**src/rtl/pc_pkg.sv**
```systemverilog
// Shared definitions for the PC unit: branch condition codes and control FSM states.
package pc_pkg;

    localparam logic [2:0] F3_BEQ  = 3'b000;
    localparam logic [2:0] F3_BNE  = 3'b001;
    localparam logic [2:0] F3_BLT  = 3'b100;
    localparam logic [2:0] F3_BGE  = 3'b101;
    localparam logic [2:0] F3_BLTU = 3'b110;
    localparam logic [2:0] F3_BGEU = 3'b111;

    typedef enum logic {
        ST_RUN  = 1'b0,
        ST_HALT = 1'b1
    } pc_state_e;

endpackage

```
**src/rtl/branch_cond.sv**
```systemverilog
// Resolves a conditional branch from funct3 and the flags of the A-B subtract.
module branch_cond
    import pc_pkg::*;
(
    input  logic [2:0] funct3,
    input  logic       Z,
    input  logic       N,
    input  logic       V,
    input  logic       C,
    output logic       cond
);

    // C is the no-borrow flag, so A >= B unsigned when C is set.
    always_comb begin
        cond = 1'b0;
        case (funct3)
            F3_BEQ:  cond = Z;
            F3_BNE:  cond = ~Z;
            F3_BLT:  cond = N ^ V;
            F3_BGE:  cond = ~(N ^ V);
            F3_BLTU: cond = ~C;
            F3_BGEU: cond = C;
            default: cond = 1'b0;
        endcase
    end

endmodule

```
**src/rtl/pc_unit.sv**
```systemverilog
// Program counter with branch/JAL/JALR target select, stall, retire counter and
// a halting trap on misaligned control-transfer targets.
module pc_unit
    import pc_pkg::*;
#(
    parameter logic [31:0] RESET_PC = 32'h0000_0000
) (
    input  logic        clk,
    input  logic        rst,
    input  logic        imem_ready,
    input  logic        stall,
    input  logic        branch,
    input  logic        jump,
    input  logic        jalr,
    input  logic [2:0]  funct3,
    input  logic        Z,
    input  logic        N,
    input  logic        V,
    input  logic        C,
    input  logic [31:0] imm_ext,
    input  logic [31:0] alu_result,
    output logic [31:0] pc,
    output logic [31:0] pc_plus4,
    output logic        taken,
    output logic        trap,
    output logic [31:0] trap_addr,
    output logic [31:0] instret
);

    pc_state_e   state_q;
    logic [31:0] pc_q;
    logic [31:0] trap_addr_q;
    logic [31:0] instret_q;
    logic        trap_q;

    logic        br_cond;
    logic        advance;
    logic [31:0] target_d;

    branch_cond u_branch_cond (
        .funct3 (funct3),
        .Z      (Z),
        .N      (N),
        .V      (V),
        .C      (C),
        .cond   (br_cond)
    );

    assign pc_plus4 = pc_q + 32'd4;
    assign taken    = (state_q == ST_RUN) & (jalr | jump | (branch & br_cond));
    assign advance  = imem_ready & ~stall;

    // jalr wins over jump, which wins over a taken branch.
    always_comb begin
        target_d = pc_plus4;
        if (jalr) begin
            target_d = alu_result & ~32'h1;
        end else if (jump || (branch && br_cond)) begin
            target_d = pc_q + imm_ext;
        end
    end

    always_ff @(posedge clk) begin
        if (rst) begin
            state_q     <= ST_RUN;
            pc_q        <= RESET_PC;
            trap_q      <= 1'b0;
            trap_addr_q <= 32'h0;
            instret_q   <= 32'h0;
        end else begin
            case (state_q)
                ST_RUN: begin
                    if (advance) begin
                        if (taken && (target_d[1:0] != 2'b00)) begin
                            state_q     <= ST_HALT;
                            trap_q      <= 1'b1;
                            trap_addr_q <= target_d;
                        end else begin
                            pc_q      <= target_d;
                            instret_q <= instret_q + 32'd1;
                        end
                    end
                end
                ST_HALT: begin
                    trap_q <= 1'b1;
                end
                default: state_q <= ST_RUN;
            endcase
        end
    end

    assign pc        = pc_q;
    assign trap      = trap_q;
    assign trap_addr = trap_addr_q;
    assign instret   = instret_q;

endmodule

```
**config.mk**
```make
export PLATFORM = sky130hd
export DESIGN_NAME = pc_unit
export DESIGN_NICKNAME = d
export VERILOG_FILES = /design/src/rtl/pc_pkg.sv /design/src/rtl/branch_cond.sv /design/src/rtl/pc_unit.sv
export SDC_FILE = /design/constraint.sdc
export NUM_CORES = 1
export LEC_CHECK = 0
export CORE_MARGIN = 3
export CORE_UTILIZATION = 52
export DETAILED_ROUTE_END_ITERATION = 10
export GPL_ROUTABILITY_DRIVEN = 1
export PLACE_DENSITY = 0.87
export SLEW_MARGIN = 20
export SYNTH_ARGS = -nofsm -noshare
export SYNTH_HDL_FRONTEND = slang
export SYNTH_HIERARCHICAL = 1
export SYNTH_SLANG_ARGS = --single-unit
```
**constraint.sdc**
```tcl
create_clock -name clk -period 8.05 [get_ports clk]
set_input_delay 1.61 -clock clk [delete_from_list [all_inputs] [get_ports clk]]
set_output_delay 1.61 -clock clk [all_outputs]
set_load 0.01 [all_outputs]
```
# [Word level (Yosys, flattened, before mapping)]
# Index checks and enable logic that the tools add are counted.
[totals] input_bits=78 output_inout_bits=130 wordCells=44 register_bits=98
[op_classes] bitwise_logic=12 muxes=9 reduce_logical=8 n_addsub=3 n_eq_ne=7
[ops] op="32-bit 2-to-1 mux" n=2
[ops] op="32-bit by 1-bit adder with 32-bit output (second input constant)" n=1
[ops] op="32-bit by 3-bit adder with 32-bit output (second input constant)" n=1
[ops] op="32-bit adder" n=1
[ops] op="3-bit == test (second input constant)" n=4
[ops] op="1-bit NOT" n=6
[ops] op="1-bit case mux with 6 select lines" n=1
[ops] op="3-bit AND reduction" n=2
[ops] op="1-bit 2-to-1 mux" n=5
[ops] op="1-bit bitwise AND" n=3
[ops] op="3-bit by 1-bit == test with 1-bit output (second input constant)" n=1
[ops] op="3-bit zero test" n=1
[ops] op="1-bit logical AND" n=2
[ops] op="2-bit by 1-bit != test with 1-bit output (second input constant)" n=1
[ops] op="2-bit != test (second input constant)" n=1
[ops] op="1-bit OR" n=2
[ops] op="1-bit case mux with 2 select lines" n=1
[ops] op="2-bit AND reduction" n=1
[ops] op="2-bit nonzero test" n=1
[ops] op="1-bit logical OR" n=1
[ops] op="1-bit bitwise XOR" n=1

# [Longest topological paths before layout]
[logic_depth] depth_word=12 ltp_mapped=12 ltp_nobuf=11

# [Hierarchy]
# The synthesis kept the hierarchy.
[modules_own_cells] module="pc_unit" cells_each=891 area_each_um2=6761.5 n_inst=1 seq_area_each_um2=1961.9
[modules_own_cells] module="branch_cond" cells_each=10 area_each_um2=67.6 n_inst=1 seq_area_each_um2=0.0

# [Worst setup path after synthesis]
# Ideal clock, no wire load.
[synth_timing] kind="input to output" from="input N" to="output taken" arrival_time_ns=2.914 path_stages=6 path_slack_ns=3.526 path_buffers=0 t_required_ns=6.440 cell_sequence="xnor2_1 -> and4b_1 -> or4_1 -> a21o_1 -> nor2_1 -> nor2_1"
[synth_via] elab_chain_cells=6
[synth_rtl] element="start, declared" line="pc_unit.sv:17" text="input logic N,"
[synth_rtl] element="1-bit bitwise XOR (*)" line="branch_cond.sv:19, branch_cond.sv:20"
[synth_rtl] element="1-bit NOT" line="branch_cond.sv:20" text="F3_BGE: cond = ~(N ^ V);"
[synth_rtl] element="1-bit case mux with 6 select lines (*)" line="branch_cond.sv:16" text="case (funct3)"
[synth_rtl] element="via br_cond" line="pc_unit.sv:36" text="logic br_cond;"
[synth_rtl] element="1-bit bitwise AND (*)" line="pc_unit.sv:50" text="assign taken = (state_q == ST_RUN) & (jalr | jump | (branch & br_cond));"
[synth_rtl] element="1-bit OR (*)" line="pc_unit.sv:50"
[synth_rtl] element="1-bit bitwise AND (*)" line="pc_unit.sv:50"
[synth_rtl] element="end, declared" line="pc_unit.sv:24" text="output logic taken,"
# Mark *: on every way through the listed nets, which the timed path passes. The rest lies on a longest branch.

# [Worst setup path after layout]
# Same ends and word-level chain as after synthesis.

==> key figures <==
Detailed routing
  • DR WL/cell: 18.7 um
  • Vias per inst: 6.14
  • Antenna Violating Nets Remaining: 0
  • Drt total wl: 23.6 mm
  • Drt drc: 0
  • Drt pass-1 iters: 5
  • Initial drt markers: 611
  • Via Count: 7727

Clock network
  • CTS Sinks: 98
  • Post-CTS Resized: 0
  • CTS Hold Bufs: 0
  • Max Buffers Root-to-Sink: 2
  • Clock Latency Late Sink: 340 ps
  • Clk root buf: clkbuf_16
  • TritonCTS clock tree: done
  • Postcts setup bufs: 0
  • Max H-tree Level: 3
  • Clock transition at the registers of the reported paths: 60 ps
  • Num CTS Buffers: 9

Logic synthesis
  • Synth unique cells: 69
  • Adder-Cell Fraction of Synth Area: 6.34%
  • Synth top area share: 28.7%
  • Synth area leader: dfxtp_1
  • Mapped Area: 0.00683 sq mm
  • Synth area leaders: dfxtp_1 (29%), ha_1 (6.0%), nand2_1 (6.0%)
  • Mux cell area share after synthesis: 0.916%
  • Cell count after synthesis: 901
  • EDFF count, synth: 0
  • Largest family of logic cells by synthesized area: simple AND/OR/NAND/NOR gates
  • Post-synthesis simple-gate area fraction: 27.5%
  • Seq/Total Area, Yosys: 28.7%
  • Synth Area in XOR/XNOR: 8.59%
  • Yosys warns: 6
  • Flop and latch count out of synthesis: 98
  • Asr flop ratio synth: 0%
  • Compound-Gate Fraction of Synth Area: 24.5%
  • Syn Nets: 1013
  • Mean Syn Cell Area: 7.58 sq um
  • Main synth FF type: dfxtp_1

Hold path
  • Hold Crit Depth: 2
  • Worst min path class: flip-flop to flip-flop
  • Worst hold start: trap_addr[8]

Worst setup path
  • CP Launch Type: primary input
  • Worst-path maximum fanout: 22
  • WP buf/inv: 3
  • Worst Reg-to-Reg Cells: 10
  • CP required: 6440 ps
  • Cell count along the critical path: 9
  • Slowest library cell on the worst path: or4_1
  • Crit path capture type: primary output
  • Critical path type: primary input to primary output
  • Worst-path cell chain: clkdlybuf4s50_1, xnor2_1, and4b_1, or4_1, a21o_1, buf_4, nor2_1, nor2_1, clkdlybuf4s50_1
  • CP arrival: 4310 ps
  • Reg-to-Reg Start: pc[0]
  • CP Launch Point: N
  • Crit-path leading delay family: simple AND/OR/NAND/NOR gates
  • Slowest stage delay, CP: 570 ps

Finish
  • Diodes inserted: 0
  • # nets final: 1193
  • Most common cell after layout, fill and taps aside: clkdlybuf4s50_1
  • Most frequent cells in the layout: clkdlybuf4s50_1 (205), nand2_1 (110), dfxtp_1 (98)
  • Share of cells above drive strength 1: 3.78%
  • # fillers: 1017
  • Layout Area Growth over Synthesis: 36.1%
  • Multi-input logic area: 0.00464 sq mm
  • Seq. cell area: 0.00196 sq mm

GRT
  • Overall routing resource usage: 31.0%
  • First-pass GRT wire length: 36.2 mm
  • Largest net degree at the start of global routing: 67
  • Initial antenna violation count: 0
  • Number of global-route vias before repair: 7104
  • Global route total overflow: 0

Floorplanning
  • Initial Util: 53.7%
  • Core area: 0.0127 sq mm
  • Die span in y: 121 um
  • Boundary pin count: 208
  • Die area: 0.0145 sq mm
  • Row count: 41
  • Die width: 121 um

Power
  • Logic pwr share: 26.9%
  • Sw Ratio: 30.2%
  • P_int: 918 uW
  • Worst vdd ir: 136 uV
  • Leakage Power: 3.72 nW
  • Pwr Density: 142 mW/mm^2
  • Clk pwr share: 32.7%
  • Sequential Power Share: 40.4%
  • NetSw: 398 uW

Place
  • DP Worst Slack: 2160 ps
  • Detailed placement HPWL: 17.4 mm
  • Gpl congestion: 0.995
  • Port buffer count: 206

Timing
  • Slew margin rel.: 39.7%
  • Setup TNS: 0 ps
  • PnR worst setup slack: 2130 ps
  • Period minus WS final: 5920 ps
  • Pins Over Slew Limit: 0
  • RSZ-0062 raised after global routing: no
  • Fin crit share: 73.5%
  • Slew of the pin with the lowest slew margin: 881 ps
  • Final Hold Fails: 0
  • Setup-failing EPs final: 0
  • Max Fclk: 169 MHz
  • Skew final: 7.74 ps

Job
  • Max-Cap Viols: 0

Run status
  • Status: complete, no violations
cell families after synthesis:
| kind of cell | after synthesis |
|---|---|
| AO/OA/AOI/OAI | 257 |
| XOR/XNOR | 67 |
| adder cells (fa/ha/maj) | 34 |
| buffers and inverters | 60 |
| flip-flops | 98 |
| multiplexers | 6 |
| AND/OR/NAND/NOR | 379 |
final timing paths:
| check | endpoint | slack [ps] |
|---|---|---|
| max | taken | 2130 |
| min | trap_addr[8] | 460 |
| max reg2reg | pc[28] | 4340 |
| min reg2reg | trap_addr[8] | 460 |
synthesized netlist by cell type, types with 8 or more instances:
| cell type | count |
|---|---|
| dfxtp_1 | 98 |
| nor3_1 | 13 |
| o211ai_1 | 10 |
| nand2_1 | 110 |
| a21oi_1 | 73 |
| o21ai_0 | 49 |
| xor2_1 | 35 |
| and2_1 | 12 |
| nand4_1 | 23 |
| ha_1 | 33 |
| o22ai_1 | 10 |
| nand3_1 | 56 |
| or3_1 | 19 |
| xnor2_1 | 32 |
| a21o_1 | 35 |
| o21a_1 | 8 |
| nand2b_1 | 8 |
| nor2_1 | 80 |
| a211oi_1 | 10 |
| inv_1 | 13 |
| a31oi_1 | 8 |
| and3_1 | 29 |
| clkbuf_1 | 39 |
per-layer routing:
metal  track usage, %  share of wire [%]
met1             38.5                 41
met3             7.44                8.5
met4             13.3                3.9
met2             51.2                 46
met5                0                  0
final cells by class:
type	instances	share of cell area, %
flip-flops and latches	98	21.1
clock inverters	4	0.552
inverters	14	0.566
clock buffers	12	2.65
well taps	172	2.32
repair buffers	215	22.9
multi-input cells	743	49.9
tightest hold or removal path: cells and delay by family (launching register included):
kind / cells / cell delay [ps]
AOI/OAI and AO/OA: 1 / 50
DFF: 1 / 310
and+or+nand+nor: 1 / 50
per-stage QoR:
step                std cells  hold WS (ps)  area (sq um)  utilization, %  total power, mW
floorplan                 901           481          6830               -            0.728
detailed placement       1242           447          8990            70.7            0.887
CTS                      1258           462          9290            73.0             1.31
finish                   1258           460          9290            73.0             1.32
global route             1258           482          9290            73.0             1.37
global placement         1242           436          8990            70.7            0.883
flip-flops by register name, summed over array words and instances (netlist names):
name and count:
trap 1, instret 32, pc 32, trap_addr 32, state_q 1
power by group through the flow:
stage          Sequential, mW  Combinational [mW]  Clock (mW)
2_1_floorplan           0.542               0.186           0
3_3_place_gp            0.541               0.342           0
3_5_place_dp            0.541               0.346           0
4_1_cts                 0.530               0.349       0.435
5_1_grt                 0.533               0.380       0.455
6_report                0.531               0.354       0.431
(Power assumes the default switching activity.)
